===== src/rtl/xor_train_scheduler.sv =====
// ---------------------------------------------------------------------------
// xor_train_scheduler
//
// Sequencer for the XOR training loop. Walks the four XOR samples in a fixed
// order, drives each through the forward-propagation block and then the
// back-propagation block, and tracks the worst-case |target - y| per epoch.
// Training ends on convergence, on the epoch limit, or on a user stop.
//
// Optional feature: define TRAIN_WATCHDOG_EN to add a handshake watchdog
// that ends training with timeout=1 if FP or BP does not complete within
// TIMEOUT_CYC cycles. Without it the block waits indefinitely and timeout=0.
//
// Parameters:
//   MAX_EPOCHS   epoch limit (must be < 2**EPOCH_W)
//   EPOCH_W      width of the epoch counter
//   ERR_THRESH   convergence threshold on the per-epoch max error, 8.8
//   TIMEOUT_CYC  watchdog limit in cycles (watchdog builds only)
//
// Ports:
//   clk, rst             clock (posedge), asynchronous active-high reset
//   start, stop          begin training / request abort at next sample end
//   enable_fp, fp_valid  FP one-cycle start pulse / FP completion level
//   y                    FP output, signed 8.8
//   enable_bp, bp_done   BP one-cycle start pulse / BP completion level
//   x1, x2, target       current sample, signed 8.8
//   sample_idx           current sample index 0..3
//   epoch_count          number of completed epochs
//   epoch_err            max |target - y| of the last completed epoch
//   busy, done           running / finished (done held until next start)
//   converged, timeout   reason flags, held with done
// ---------------------------------------------------------------------------
module xor_train_scheduler #(
  parameter int                 MAX_EPOCHS  = 1000,
  parameter int                 EPOCH_W     = 16,
  parameter logic signed [15:0] ERR_THRESH  = 16'sd13,
  parameter int                 TIMEOUT_CYC = 64
) (
  input  logic                      clk,
  input  logic                      rst,
  input  logic                      start,
  input  logic                      stop,
  output logic                      enable_fp,
  input  logic                      fp_valid,
  input  logic signed [15:0]        y,
  output logic                      enable_bp,
  input  logic                      bp_done,
  output logic signed [15:0]        x1,
  output logic signed [15:0]        x2,
  output logic signed [15:0]        target,
  output logic [1:0]                sample_idx,
  output logic [EPOCH_W-1:0]        epoch_count,
  output logic [15:0]               epoch_err,
  output logic                      busy,
  output logic                      done,
  output logic                      converged,
  output logic                      timeout
);

  typedef enum logic [3:0] {
    S_IDLE, S_LOAD, S_FP_START, S_FP_WAIT, S_BP_START,
    S_BP_WAIT, S_NEXT, S_EPOCH_END, S_DONE
  } state_t;

  state_t state_q, state_d;

  logic                fp_valid_q, bp_done_q;
  logic                stop_q, stop_d;
  logic [1:0]          idx_q, idx_d;
  logic signed [15:0]  x1_q, x1_d, x2_q, x2_d, target_q, target_d;
  logic [15:0]         max_q, max_d;
  logic [15:0]         epoch_err_q, epoch_err_d;
  logic [EPOCH_W-1:0]  epoch_count_q, epoch_count_d, epoch_inc;
  logic                enable_fp_q, enable_fp_d, enable_bp_q, enable_bp_d;
  logic                busy_q, busy_d, done_q, done_d, conv_q, conv_d;

  logic                fp_rise, bp_rise, wd_expire;
  logic                converge_hit, limit_hit, in_wait, accept_start;
  logic signed [16:0]  diff, abs_diff;
  logic [15:0]         err_sat;

  // Completion inputs are levels; only a fresh rising edge counts.
  assign fp_rise = fp_valid & ~fp_valid_q;
  assign bp_rise = bp_done & ~bp_done_q;

  // |target - y| in 17 bits cannot overflow for 16-bit operands. It is
  // clamped to the positive 16-bit signed range so it compares cleanly
  // against the signed threshold.
  assign diff     = $signed({target_q[15], target_q}) - $signed({y[15], y});
  assign abs_diff = diff[16] ? -diff : diff;
  assign err_sat  = (abs_diff > 17'sd32767) ? 16'h7FFF : abs_diff[15:0];

  assign epoch_inc    = epoch_count_q + EPOCH_W'(1);
  assign converge_hit = ($signed(max_q) <= ERR_THRESH);
  assign limit_hit    = (epoch_inc == EPOCH_W'(MAX_EPOCHS));
  assign in_wait      = (state_q == S_FP_WAIT) || (state_q == S_BP_WAIT);
  assign accept_start = ((state_q == S_IDLE) || (state_q == S_DONE)) &&
                        (state_d == S_LOAD);

  // ---------------------------------------------------------------- state reg
  always_ff @(posedge clk or posedge rst) begin
    if (rst) state_q <= S_IDLE;
    else     state_q <= state_d;
  end

  // --------------------------------------------------------------- next state
  always_comb begin
    state_d = state_q;
    case (state_q)
      S_IDLE, S_DONE: if (start && !stop) state_d = S_LOAD;
      S_LOAD:         state_d = S_FP_START;
      S_FP_START:     state_d = S_FP_WAIT;
      S_FP_WAIT: begin
        if (fp_rise)        state_d = S_BP_START;
        else if (wd_expire) state_d = S_DONE;
      end
      S_BP_START:     state_d = S_BP_WAIT;
      S_BP_WAIT: begin
        if (bp_rise)        state_d = S_NEXT;
        else if (wd_expire) state_d = S_DONE;
      end
      S_NEXT: begin
        if (stop_q)              state_d = S_DONE;
        else if (idx_q == 2'd3)  state_d = S_EPOCH_END;
        else                     state_d = S_LOAD;
      end
      S_EPOCH_END: state_d = (converge_hit || limit_hit) ? S_DONE : S_LOAD;
      default:     state_d = S_IDLE;
    endcase
  end

  // ------------------------------------------------------- outputs / datapath
  // Pulse and status outputs are decoded from the next state so they are
  // registered yet line up with the state they belong to.
  always_comb begin
    stop_d        = stop_q;
    idx_d         = idx_q;
    x1_d          = x1_q;
    x2_d          = x2_q;
    target_d      = target_q;
    max_d         = max_q;
    epoch_err_d   = epoch_err_q;
    epoch_count_d = epoch_count_q;
    done_d        = done_q;
    conv_d        = conv_q;
    enable_fp_d   = (state_d == S_FP_START);
    enable_bp_d   = (state_d == S_BP_START);
    busy_d        = (state_d != S_IDLE) && (state_d != S_DONE);

    if ((state_q != S_IDLE) && (state_q != S_DONE) && stop) stop_d = 1'b1;

    case (state_q)
      S_IDLE, S_DONE: begin
        if (accept_start) begin
          stop_d        = 1'b0;
          idx_d         = 2'd0;
          max_d         = '0;
          epoch_count_d = '0;
          done_d        = 1'b0;
          conv_d        = 1'b0;
        end
      end
      S_LOAD: begin
        // XOR truth table: x1 = idx[1], x2 = idx[0], target = x1 ^ x2 (1.0 = 256).
        x1_d     = idx_q[1] ? 16'sd256 : 16'sd0;
        x2_d     = idx_q[0] ? 16'sd256 : 16'sd0;
        target_d = (idx_q[1] ^ idx_q[0]) ? 16'sd256 : 16'sd0;
      end
      S_FP_WAIT: begin
        if (fp_rise) begin
          if (err_sat > max_q) max_d = err_sat;
        end else if (state_d == S_DONE) begin
          done_d = 1'b1;
          conv_d = 1'b0;
        end
      end
      S_BP_WAIT: begin
        if (state_d == S_DONE) begin
          done_d = 1'b1;
          conv_d = 1'b0;
        end
      end
      S_NEXT: begin
        if (state_d == S_DONE) begin
          done_d = 1'b1;
          conv_d = 1'b0;
        end else if (state_d == S_LOAD) begin
          idx_d = idx_q + 2'd1;
        end
      end
      S_EPOCH_END: begin
        epoch_err_d   = max_q;
        max_d         = '0;
        epoch_count_d = epoch_inc;
        idx_d         = 2'd0;
        if (state_d == S_DONE) begin
          done_d = 1'b1;
          conv_d = converge_hit;
        end
      end
      default: ;
    endcase
  end

  always_ff @(posedge clk or posedge rst) begin
    if (rst) begin
      fp_valid_q    <= 1'b0;
      bp_done_q     <= 1'b0;
      stop_q        <= 1'b0;
      idx_q         <= '0;
      x1_q          <= '0;
      x2_q          <= '0;
      target_q      <= '0;
      max_q         <= '0;
      epoch_err_q   <= '0;
      epoch_count_q <= '0;
      enable_fp_q   <= 1'b0;
      enable_bp_q   <= 1'b0;
      busy_q        <= 1'b0;
      done_q        <= 1'b0;
      conv_q        <= 1'b0;
    end else begin
      // Edge detectors track the inputs in every state so a level left high
      // from the previous sample never looks like a new completion.
      fp_valid_q    <= fp_valid;
      bp_done_q     <= bp_done;
      stop_q        <= stop_d;
      idx_q         <= idx_d;
      x1_q          <= x1_d;
      x2_q          <= x2_d;
      target_q      <= target_d;
      max_q         <= max_d;
      epoch_err_q   <= epoch_err_d;
      epoch_count_q <= epoch_count_d;
      enable_fp_q   <= enable_fp_d;
      enable_bp_q   <= enable_bp_d;
      busy_q        <= busy_d;
      done_q        <= done_d;
      conv_q        <= conv_d;
    end
  end

  // ----------------------------------------------------------------- watchdog
`ifdef TRAIN_WATCHDOG_EN
  localparam int WD_W = $clog2(TIMEOUT_CYC + 1);

  logic [WD_W-1:0] wd_q, wd_d;
  logic            timeout_q, timeout_d;

  // Counter is zero in every non-wait state, so it starts from zero on each
  // entry into FP_WAIT or BP_WAIT.
  assign wd_expire = in_wait && (wd_q == WD_W'(TIMEOUT_CYC - 1));

  always_comb begin
    wd_d      = in_wait ? (wd_q + WD_W'(1)) : '0;
    timeout_d = timeout_q;
    if (accept_start)                     timeout_d = 1'b0;
    else if (in_wait && !fp_rise && !bp_rise && wd_expire) timeout_d = 1'b1;
  end

  always_ff @(posedge clk or posedge rst) begin
    if (rst) begin
      wd_q      <= '0;
      timeout_q <= 1'b0;
    end else begin
      wd_q      <= wd_d;
      timeout_q <= timeout_d;
    end
  end

  assign timeout = timeout_q;
`else
  logic unused_wd_cfg;
  assign unused_wd_cfg = (TIMEOUT_CYC == 0) | in_wait;
  assign wd_expire     = 1'b0;
  assign timeout       = 1'b0;
`endif

  assign enable_fp   = enable_fp_q;
  assign enable_bp   = enable_bp_q;
  assign x1          = x1_q;
  assign x2          = x2_q;
  assign target      = target_q;
  assign sample_idx  = idx_q;
  assign epoch_count = epoch_count_q;
  assign epoch_err   = epoch_err_q;
  assign busy        = busy_q;
  assign done        = done_q;
  assign converged   = conv_q;

endmodule


===== config.mk =====
export PLATFORM = sky130hd
export DESIGN_NAME = xor_train_scheduler
export DESIGN_NICKNAME = d
export VERILOG_FILES = /design/src/rtl/xor_train_scheduler.sv
export SDC_FILE = /design/constraint.sdc
export NUM_CORES = 1
export LEC_CHECK = 0
export ABC_AREA = 1
export BUFFER_PORTS_ARGS = -buffer_cell sky130_fd_sc_hd__buf_4
export CAP_MARGIN = 40
export CORE_MARGIN = 4
export CORE_UTILIZATION = 30
export DETAILED_ROUTE_END_ITERATION = 10
export PLACE_DENSITY = 0.57
export RECOVER_POWER = 50
export SETUP_SLACK_MARGIN = 0.2
export SLEW_MARGIN = 20
export SYNTH_ARGS = -nofsm -noshare
export SYNTH_HDL_FRONTEND = slang
export SYNTH_SLANG_ARGS = --single-unit

===== constraint.sdc =====
create_clock -name clk -period 4.8 [get_ports clk]
set_clock_uncertainty 0.1 [all_clocks]
set_input_delay 0.24 -clock clk [delete_from_list [all_inputs] [get_ports clk]]
set_output_delay 0.24 -clock clk [all_outputs]
set_load 0.05 [all_outputs]

## Word-level counts from Yosys, hierarchy flattened

Cells that the tools add are included.

- Register bits after elaboration: 103
- Output and inout bits: 88
- Logic and storage cells: 107

- Add/subtract/negate cells: 4
- Magnitude comparators: 3
- Eq/ne operators: 23
- Muxes and demuxes: 32
- Bitwise logic cells: 5
- Reductions and logical operators: 24

Operator list:

| operator | count |
|---|---|
| 2-to-1 mux 16 bit | 4 |
| one-hot mux 16 bit (3 select lines) | 1 |
| one-hot mux 16 bit (2 select lines) | 1 |
| one-hot mux 4 bit (8 select lines) | 1 |
| 2-to-1 mux 9 bit | 3 |
| equality test 4 x 3 -> 1 bit (second input constant) | 5 |
| 2-to-1 mux 4 bit | 5 |
| > comparator 17 x 16 -> 1 bit (second input constant) | 1 |
| 2-to-1 mux 17 bit | 1 |
| negation 17 bit | 1 |
| subtractor 10 x 16 -> 17 bit | 1 |
| adder 16 x 1 -> 16 bit (second input constant) | 1 |
| equality test 16 x 10 -> 1 bit (second input constant) | 1 |
| > comparator 16 bit | 1 |
| <= comparator 16 x 5 -> 1 bit (second input constant) | 1 |
| equality test 4 x 2 -> 1 bit (second input constant) | 3 |
| != test 2 bit (second input constant) | 6 |
| AND reduction 4 bit | 3 |
| nonzero test 4 bit | 3 |
| 2-to-1 mux 1 bit | 9 |
| nonzero test 3 bit | 3 |
| equality test 4 x 1 -> 1 bit (second input constant) | 2 |
| equality test 4 bit (second input constant) | 2 |
| != test 4 bit (second input constant) | 2 |
| 20 further kinds | 30 |

## Depth between registers and ports, before layout

- Word-level depth: 9
- Gate-level depth with buffers: 32
- Gate-level depth less buffers: 30

## Worst setup path before layout

OpenSTA, ideal clock, no wires.

- Path kind: register to register
- Start point: register target_q[8], in the netlist target[8]
- End point: register max_q[0]
- Data arrival time: 3.907 ns
- Data required time: 4.634 ns
- Setup slack: 0.728 ns
- Cell stages (with the launch flop): 27
- Cell sequence: dfrtp_1 ha_1 nand2_1 nor2_1 nand3b_1 nand2_1 nand3_2 nand2_4 inv_2 nand2_1 nand4_1 nand2_2 buf_6 nand2_2 ha_1 nand2_1 inv_1 nand2_1 o211a_1 o21ai_0 nand2_1 o2111ai_1 nand2_1 a21oi_2 clkbuf_1 nand3_1 nand2_1

- Cells in the longest elaborated chain, start to end: 8
- Elaborated cells between the ends (all ways): 11
- Those cells by class: 2 x add/sub; 2 x order compare; 1 x eq/ne; 5 x mux; 1 x reduce/logical

RTL lines:

| element | RTL line | text |
|---|---|---|
| start, declared | 69 | `logic signed [15:0] x1_q, x1_d, x2_q, x2_d, target_q, target_d;` |
| start signal, assigned | 230 | `target_q <= target_d;` |
| subtractor 10 x 16 -> 17 bit * | 88 | `assign diff = $signed({target_q[15], target_q}) - $signed({y[15], y});` |
| negation 17 bit | 89 | `assign abs_diff = diff[16] ? -diff : diff;` |
| 2-to-1 mux 17 bit * | 89 |  |
| > comparator 17 x 16 -> 1 bit | 90 | `assign err_sat = (abs_diff > 17'sd32767) ? 16'h7FFF : abs_diff[15:0];` |
| 2-to-1 mux 16 bit * | 90 |  |
| > comparator 16 bit or 2-to-1 mux 16 bit (tied branches) | 170 | `if (err_sat > max_q) max_d = err_sat;` |
| != test 2 x 1 -> 1 bit (no line) or 2-to-1 mux 16 bit (tied branches) | n/a |  |
| AND reduction 4 bit (no line) or one-hot mux 16 bit (3 select lines) (tied branches) | n/a |  |
| end signal, assigned | 231 | `max_q <= max_d;` |
| end, declared | 70 | `logic [15:0] max_q, max_d;` |

Mark *: on every way between the ends. The rest lies on a longest branch, timed or not. The select of a mux whose other input is x is not followed.
A chain may end at the register's enable or synchronous reset.

## Worst setup path in the final report

- Start point: register target_q[8], in the netlist target[8]
- End point: register max_q[13]

The elaborated chain is that of the path after synthesis.

==> impl_results.md <==
* Clk sinks at 65
* EDFF count, synth at 0
* Top cell type's share of synthesized area at 32.6%
* Die Span X at around 140 um
* Die height at roughly 140 um
* Clk slew on worst S/H paths at approximately 0.05 ns
* Vias at about 4500
* CTS tree: built
* PD cells at 584 nW/um^2
* Die area at 18700 sq um
* First-pass GRT wire length at around 19000 um
* Register-to-Register Path Depth at 26
* Drt initial violations at around 190
* DRT antenna net count at 0
* Critical path capture point type: flip-flop
* Final GP Congestion at roughly 0.85
* RSZ-0062 raised after global routing: no
* Leakage at 2.96 nW
* Worst setup margin at between 0.7 and 0.8 ns
* Worst Max-Slew Pin Slew at 2.91 ns
* CP dominant cell by count: nand2_1
* Dpl cell area at between 5000 and 6000 sq um
* Initial antenna violation count at 0
* WL final at between 10000 and 15000 um
* Register area share after synthesis at between 30 and 40%
* VDD IR-drop max at ~0.25 mV
* Routed vias/inst at around 4.3
* Boundary Pins at 110
* Worst min-delay path startpoint: stop
* Port bufs at 63
* Post-Syn Area at between 4000 and 5000 sq um
* Dpl ws at ~0.63 ns
* CP Launch Type: flip-flop
* Tot GR Track Use at 12.9%
* Drt first pass iters at 4
* Crit path DAT at 4.19 ns
* Core area at between 15000 and 20000 sq um
* Floorplan row count at 46
* Max cap viols at 1
* Number of global-route vias before repair at 4136
* Leading area contributor after synthesis: dfrtp_1
* Setup TNS at 0 ns
* Syn. warnings at 0
* Worst skew pair latency at ~0.33 ns
* Diodes inserted at 0
* Post-Syn Area per Cell at between 6 and 7 sq um
* Synth Instances at 744
* Dominant cells by area after synthesis: dfrtp_1 (33%), nand2_1 (18%), buf_4 (7.1%)
* Ys async rst share at between 90% and 100%
* Crit-path max FO at 17
* Final Slew Violations at between 50 and 60
* Relative slew slack at -94.2%
* R2r setup slk at approximately 0.73 ns
* Starting Density at a little under a third
* Critical Setup Path Class: reg2reg
* Slowest cell on crit path: dfrtp_1
* Final Cell Area at approximately 5700 sq um
* Critical path endpoint: max_q[13]
* Finish-stage setup viols at 0
* Endpoints failing hold at 0
* Top_reg_cell synth: dfrtp_1
* Tmin final at between 4 and 5 ns
* Internal Power at between 1.5 and 2 mW
* F_max at ~250 MHz
* Commonest non-fill, non-tap cell in the layout: nand2_1
* CTS buffer count at 9
* H-tree Lvls at 3
* Wire per inst at 11.4 um
* R2R Path End: max_q[13]
* DR DRC count at 0
* Largest net degree at the start of global routing at 55
* Most frequent cells in the layout: nand2_1 (237), inv_1 (92), nand3_1 (66), dfrtp_1 (65), nor2_1 (56)
* Sequential share of power at approximately 28%
* Failing checks: max-capacitance violations, max-slew violations
* Crit share post-route at ~85%
* Synth cell types at 38
* Worst flop-to-flop path startpoint: target[8]
* Area growth, synth to finish at 14.5%
* Root Buffer: clkbuf_16
* Clock network power share at 20.8%
* Critical Path RT at around 4.9 ns
* Logic pwr share at between 50% and 60%
* Crit path largest cell delay at between 0.4 and 0.5 ns
* Share of cells above drive strength 1 at 10.3%
* Setup crit start: target[8]
* Switching power of the nets at between 1.5 and 2 mW
* Gr ovfl total at 0
* Worst hold path class: in2reg
* Switching Share at 51.8%
* CTS Buffer Depth at 2
* Synth Register Bits at 65
* Final net count at between 800 and 900
* HPWL after DPL at about 9600 um
* Status: finished with violations
* Fillcell total at between 1500 and 2000
[synth_stat cells, types with 2 or more instances]
cell type / instances
buf_4: 47
nor2_2: 9
o22ai_1: 7
nand3_1: 66
nor3_1: 5
nor2_1: 56
nand2_2: 16
xnor2_1: 2
or2_2: 2
nor2_4: 2
inv_1: 92
xor2_1: 10
clkinv_1: 8
nand3_2: 3
a21oi_1: 15
inv_2: 8
buf_6: 2
nand4_1: 12
dfrtp_1: 65
nand2_4: 2
nand2_1: 237
clkbuf_1: 8
ha_1: 20
o21ai_0: 36
[worst max-delay path, delay by kind of cell (launching register included)]
kind / cells / cell delay [ns]
and+or+nand+nor: 17 / 1.84
DFF: 1 / 0.41
AOI/OAI and AO/OA: 4 / 0.53
adders and majority gates: 2 / 0.66
buffers and inverters: 3 / 0.40
[power by group through the flow]
| stage | registers, mW | clock network [mW] | logic, mW |
|---|---|---|---|
| after detailed placement | 0.931 | 0 | 1.85 |
| after floorplan | 1.37 | 0 | 0.950 |
| after CTS | 0.923 | 0.713 | 1.86 |
| after global placement | 0.931 | 0 | 1.84 |
| final | 0.918 | 0.694 | 1.72 |
| after global routing | 0.948 | 0.731 | 1.91 |
[routing by layer]
metal  up-vias  global-route usage, %  part of all wire, %
li1       2391                      -                    -
met2        89                   19.6                   43
met4         0                   4.05                  1.3
met3         9                   2.68                  5.3
met1      1969                   18.2                   51
met5         -                      0                    0
[area by class of cell]
type                       count  area, sq um  share of cell area [%]
clock buffer                  11          233                    4.08
inverter                     108          405                    7.10
multi-input combinational    559         2720                    47.7
tap                          216          270                    4.73
sequential                    65         1630                    28.5
timing repair buffer          70          372                    6.51
clock inverter                 5         80.1                    1.40
[logic make-up (layout without fill, tap and decap cells)]
logic type	Yosys count	count (layout)	synth area share [%]
AOI/OAI and AO/OA	66	66	7.45
xor gates and xnor gates	12	12	2.11
adders and majority gates	20	20	5.02
buffers and inverters	166	194	16.3
DFF	65	65	32.6
other	1	47	0.0752
and+or+nand+nor	414	414	36.4
[timing repair]
action                     4_1_cts  5_1_grt
setup buffers                    0        0
setup endpoints to repair        0        2
resized for setup                0        1
hold endpoints to repair        13        0
hold buffers                     3        0
[worst min path at each step]
stage	slack, ns	depth (start not counted)	to
final	0.08	3	stop_q
after global routing	0.12	3	stop_q
after CTS	0.08	3	stop_q
after detailed placement	0.1	2	epoch_err[10]
after global placement	0.1	2	epoch_err[10]
after floorplan	0.17	0	bp_done_q
[state kept, by name (all words and copies together) (netlist names)]
name         flops
fp_valid_q       1
done             1
converged        1
state_q          4
epoch_err       16
enable_bp        1
target           1
x1               1
max_q           16
x2               1
enable_fp        1
sample_idx       2
epoch_count     16
busy             1
stop_q           1
bp_done_q        1
[stage by stage]
stage | cells | util, % | total power, mW | hold WS (ns)
2_1_floorplan | 790 | - | 2.33 | 0.171
3_3_place_gp | 1015 | 34.4 | 2.77 | 0.0959
3_5_place_dp | 1015 | 34.4 | 2.78 | 0.0980
4_1_cts | 1034 | 36.5 | 3.50 | 0.0757
5_1_grt | 1034 | 35.5 | 3.59 | 0.121
6_report | 1034 | 35.5 | 3.33 | 0.0799
(Power assumes the default switching activity.)
